**src/rtl/bcd_display_controller.sv**
```systemverilog
// Sequential double-dabble binary-to-BCD converter (one bit per clock) with a
// start/busy/done handshake, latched result and four active-low 7-segment drivers.
module bcd_display_controller #(
    parameter int WIDTH         = 10,   // 4..13 so the result fits in four BCD digits
    parameter bit BLANK_LEADING = 1'b1
) (
    input  logic             Clock,
    input  logic             Resetn,
    input  logic [WIDTH-1:0] bin_in,
    input  logic             start,
    output logic             busy,
    output logic             done,
    output logic [15:0]      bcd_out,
    output logic [0:6]       HEX0,
    output logic [0:6]       HEX1,
    output logic [0:6]       HEX2,
    output logic [0:6]       HEX3
);

    localparam int CW = $clog2(WIDTH + 1);

    typedef enum logic [1:0] {
        IDLE,
        SHIFT,
        DONE
    } state_t;

    state_t           state;
    state_t           state_next;
    logic [WIDTH-1:0] shift_reg;
    logic [15:0]      scratch;
    logic [15:0]      scratch_adj;
    logic [CW-1:0]    count;

    // NOTE: sequential state uses non-blocking assignments so every register
    // samples pre-edge values regardless of statement order.
    always_ff @(posedge Clock or negedge Resetn) begin
        if (!Resetn) state <= IDLE;
        else         state <= state_next;
    end

    // NOTE: defaulting every always_comb output first prevents latch inference.
    always_comb begin
        state_next = state;
        case (state)
            IDLE:    if (start) state_next = SHIFT;
            SHIFT:   if (count == CW'(1)) state_next = DONE;
            DONE:    state_next = IDLE;
            default: state_next = IDLE;
        endcase
    end

    always_comb begin
        busy = (state == SHIFT);
    end

    // Add-3 correction applied to every digit before the shift.
    always_comb begin
        scratch_adj = scratch;
        for (int d = 0; d < 4; d++) begin
            if (scratch[4*d +: 4] >= 4'd5)
                scratch_adj[4*d +: 4] = scratch[4*d +: 4] + 4'd3;
        end
    end

    always_ff @(posedge Clock or negedge Resetn) begin
        if (!Resetn) begin
            shift_reg <= '0;
            scratch   <= '0;
            count     <= '0;
            bcd_out   <= '0;
            done      <= 1'b0;
        end else begin
            done <= (state == DONE);
            case (state)
                IDLE: begin
                    if (start) begin
                        shift_reg <= bin_in;
                        scratch   <= '0;
                        count     <= CW'(WIDTH);
                    end
                end
                SHIFT: begin
                    {scratch, shift_reg} <= {scratch_adj[14:0], shift_reg, 1'b0};
                    count                <= count - CW'(1);
                end
                DONE:    bcd_out <= scratch;
                default: ;
            endcase
        end
    end

    function automatic logic [0:6] seg7(input logic [3:0] digit);
        case (digit)
            4'd0:    seg7 = 7'b0000001;
            4'd1:    seg7 = 7'b1001111;
            4'd2:    seg7 = 7'b0010010;
            4'd3:    seg7 = 7'b0000110;
            4'd4:    seg7 = 7'b1001100;
            4'd5:    seg7 = 7'b0100100;
            4'd6:    seg7 = 7'b0100000;
            4'd7:    seg7 = 7'b0001111;
            4'd8:    seg7 = 7'b0000000;
            4'd9:    seg7 = 7'b0000100;
            default: seg7 = 7'b1111111;
        endcase
    endfunction

    logic blank1, blank2, blank3;

    // A digit blanks only when it and every digit above it are zero.
    always_comb begin
        blank3 = BLANK_LEADING && (bcd_out[15:12] == 4'd0);
        blank2 = blank3 && (bcd_out[11:8] == 4'd0);
        blank1 = blank2 && (bcd_out[7:4] == 4'd0);
        HEX0   = seg7(bcd_out[3:0]);
        HEX1   = blank1 ? 7'b1111111 : seg7(bcd_out[7:4]);
        HEX2   = blank2 ? 7'b1111111 : seg7(bcd_out[11:8]);
        HEX3   = blank3 ? 7'b1111111 : seg7(bcd_out[15:12]);
    end

endmodule

```
**config.mk**
```make
export PLATFORM = sky130hd
export DESIGN_NAME = bcd_display_controller
export DESIGN_NICKNAME = d
export VERILOG_FILES = /design/src/rtl/bcd_display_controller.sv
export SDC_FILE = /design/constraint.sdc
export NUM_CORES = 1
export LEC_CHECK = 0
export CAP_MARGIN = 20
export CORE_ASPECT_RATIO = 1.25
export CORE_MARGIN = 1.5
export CORE_UTILIZATION = 26
export CTS_CLUSTER_DIAMETER = 40
export CTS_CLUSTER_SIZE = 24
export DETAILED_ROUTE_END_ITERATION = 7
export PLACE_DENSITY_LB_ADDON = 0.2
export SKIP_CTS_REPAIR_TIMING = 1
export SLEW_MARGIN = 15
export SYNTH_ARGS = -nofsm -noshare
export SYNTH_HDL_FRONTEND = slang
export SYNTH_SLANG_ARGS = --single-unit
export TNS_END_PERCENT = 20
```
**constraint.sdc**
```tcl
create_clock -name Clock -period 1.9 [get_ports Clock]
set_input_delay 0.19 -clock Clock [delete_from_list [all_inputs] [get_ports Clock]]
set_output_delay 0.19 -clock Clock [all_outputs]
set_load 0.05 [all_outputs]
```
==> flow_metrics.tcl <==
set metrics [dict create \
    post-route-period-util_pct 117 \
    post_dp_cell_area_um2 4410 \
    core-area_um2 12100 \
    synth-async-reset-ratio_pct 100 \
    hpwl_mm 5.50 \
    syn_area_per_cell_um2 8.78 \
    synth_top_area_share_pct 38.0 \
    drive_above_1_share_pct 22.6 \
    routed_wl_mm 7.37 \
    ys_seq_area_share_pct 38.0 \
    fin_ws_ps -319 \
    clock-sinks 49 \
    synth_area_um2 3220 \
    synth_top_cell_by_area "dfrtp_1" \
    skew_ps 4.12 \
    finalCriticalPeriod_ps 2220 \
    run_status "complete, but fails checks" \
    avgRoutedWirePerCell_um 12.1 \
    final_area_um2 4650 \
    rr_worst_depth 4 \
    vias 2865 \
    dp_cells 599 \
    end_kind "primary output" \
    antenna_found_initial 0 \
    failed_checks "negative setup slack" \
    vias_per_cell 4.69 \
    cts_tree "done" \
    syn_to_final_growth_pct 44.3 \
    layout_commonest_cell "dfrtp_1" \
    nets 489 \
    arrival_ps 2030 \
    ys.flop_type "dfrtp_1" \
    drc 0 \
    synth.distinct_cells 39 \
    ys_warn_count 0 \
    syn_inst 367 \
    dr.pass1.iters 4 \
    reg2reg_slack_ps 360 \
    grt.total_usage_pct 11.9 \
    ant_nets 0 \
    worst-endpoint-required_ps 1710 \
    die_x_um 103 \
    synth_nets 410 \
    synth_seq_cells 49 \
    r2r-end "scratch[15]" \
    placementRows 45 \
    n_antenna_cell 0 \
    cts_buffers 5 \
    rsz0062_at_grt "true" \
    clkLatencyLatePin_ps 280 \
    layout.cells.non_filler 611 \
    gp_congestion 0.745 \
    root_buffer "clkbuf_16" \
    setup_violations 14 \
    critPathMaxFanout 3 \
    startpoint_type "flop" \
    crit_type "flop to primary output" \
    path_clk_slew_ps 70 \
    relSlewSlack_pct 60.2 \
    first_global_vias 2789 \
    fmax_mhz 451 \
    crit_start "bcd_out[12]" \
    grt_max_degree 34 \
    fill_cells 1233 \
    gr-total-overflow 0 \
    dieHeight_um 127 \
    hold_viol 0 \
    maxSlewViolCount 0 \
    clk_path_buf_depth 2 \
    drtIter0Drc 120 \
    htreeDepth 2 \
    synthTopCellsByArea "dfrtp_1, ha_1, o21ai_0" \
    port_buffers 58 \
    grt_pass1_wl_mm 12.8 \
    hold_slack_ps 438 \
    tightest_slew_ps 598 \
    initial_core_util_pct 26.6 \
    layout_common_cells "dfrtp_1, buf_4, o21ai_0" \
    pin_count 59 \
    dpl_worst_slack_ps 3.41 \
    hold_path_class "input pin to asynchronous set/reset pin" \
    reg2reg_from "state[1]" \
    die_area_um2 13100 \
    drv_cap 0 \
    synth_edf_count 0 \
]
## worst max path at each step
stage	to	slack (ps)
floorplan	HEX1[4]	-840
global placement	HEX1[4]	20
detailed placement	HEX1[4]	3
CTS	HEX1[4]	-320
global route	HEX1[4]	-430
finish	HEX1[4]	-320
## synth_stat cells (3+ instances only)
master and count:
buf_4 3, clkbuf_1 11, a32o_1 4, o21a_1 10, nor2b_1 18, o21ai_0 45
a31oi_1 4, o211ai_1 4, o2111ai_1 8, a21oi_1 27, nand2_1 33, o221ai_1 4
o31ai_1 4, xnor2_1 3, inv_1 33, nor3_1 4, a22oi_1 9, nor2_1 14
nand2b_1 17, a211oi_1 4, o32ai_1 3, dfrtp_1 49, ha_1 30, buf_2 5
## per-layer routing
| layer | vias up | routed length (um) | GRT usage [%] |
|---|---|---|---|
| met5 | - | 0 | 0 |
| met4 | 0 | 65 | 3.38 |
| met3 | 4 | 210 | 1.70 |
| met2 | 55 | 3640 | 21.2 |
| met1 | 1357 | 3450 | 14.8 |
| li1 | 1449 | - | - |
## worst max-delay path: stages (launching register included)
cell and delay (ps):
dfrtp_2 410, inv_2 80, ha_4 130, nor4b_4 310
a211oi_4 120, a222oi_1 390, buf_4 190, buf_12 130
## cell type report
cell class                 count  area, um^2  area share (%)
multi-input combinational    266        1860            40.0
sequential                    49        1230            26.6
timing repair buffer          91        1060            22.8
tap                          164         205            4.41
clock buffer                   6         129            2.77
inverter                      33         126            2.72
clock inverter                 2        35.0           0.753
## stage by stage
stage          TNS [ps]  utilization [%]
3_3_place_gp          0             36.4
4_1_cts           -3000             37.8
5_1_grt           -4550             38.4
3_5_place_dp          0             36.4
2_1_floorplan     -9170                -
6_report          -3060             38.4
## cells by family (layout without fill, tap and decap cells)
| family | after synthesis | count (layout) | share of synthesized area [%] |
|---|---|---|---|
| XOR/XNOR | 3 | 3 | 0.815 |
| buffers and inverters | 52 | 132 | 6.60 |
| adder cells (fa/ha/maj) | 30 | 30 | 11.6 |
| AO/OA/AOI/OAI | 133 | 133 | 26.5 |
| multiplexers | 1 | 1 | 0.311 |
| AND/OR/NAND/NOR | 99 | 99 | 16.1 |
| flip-flops | 49 | 49 | 38.0 |
Power is left out: the tool's default activity adds up to more than one toggle a clock period on the data nets, which glitch-free logic cannot reach.
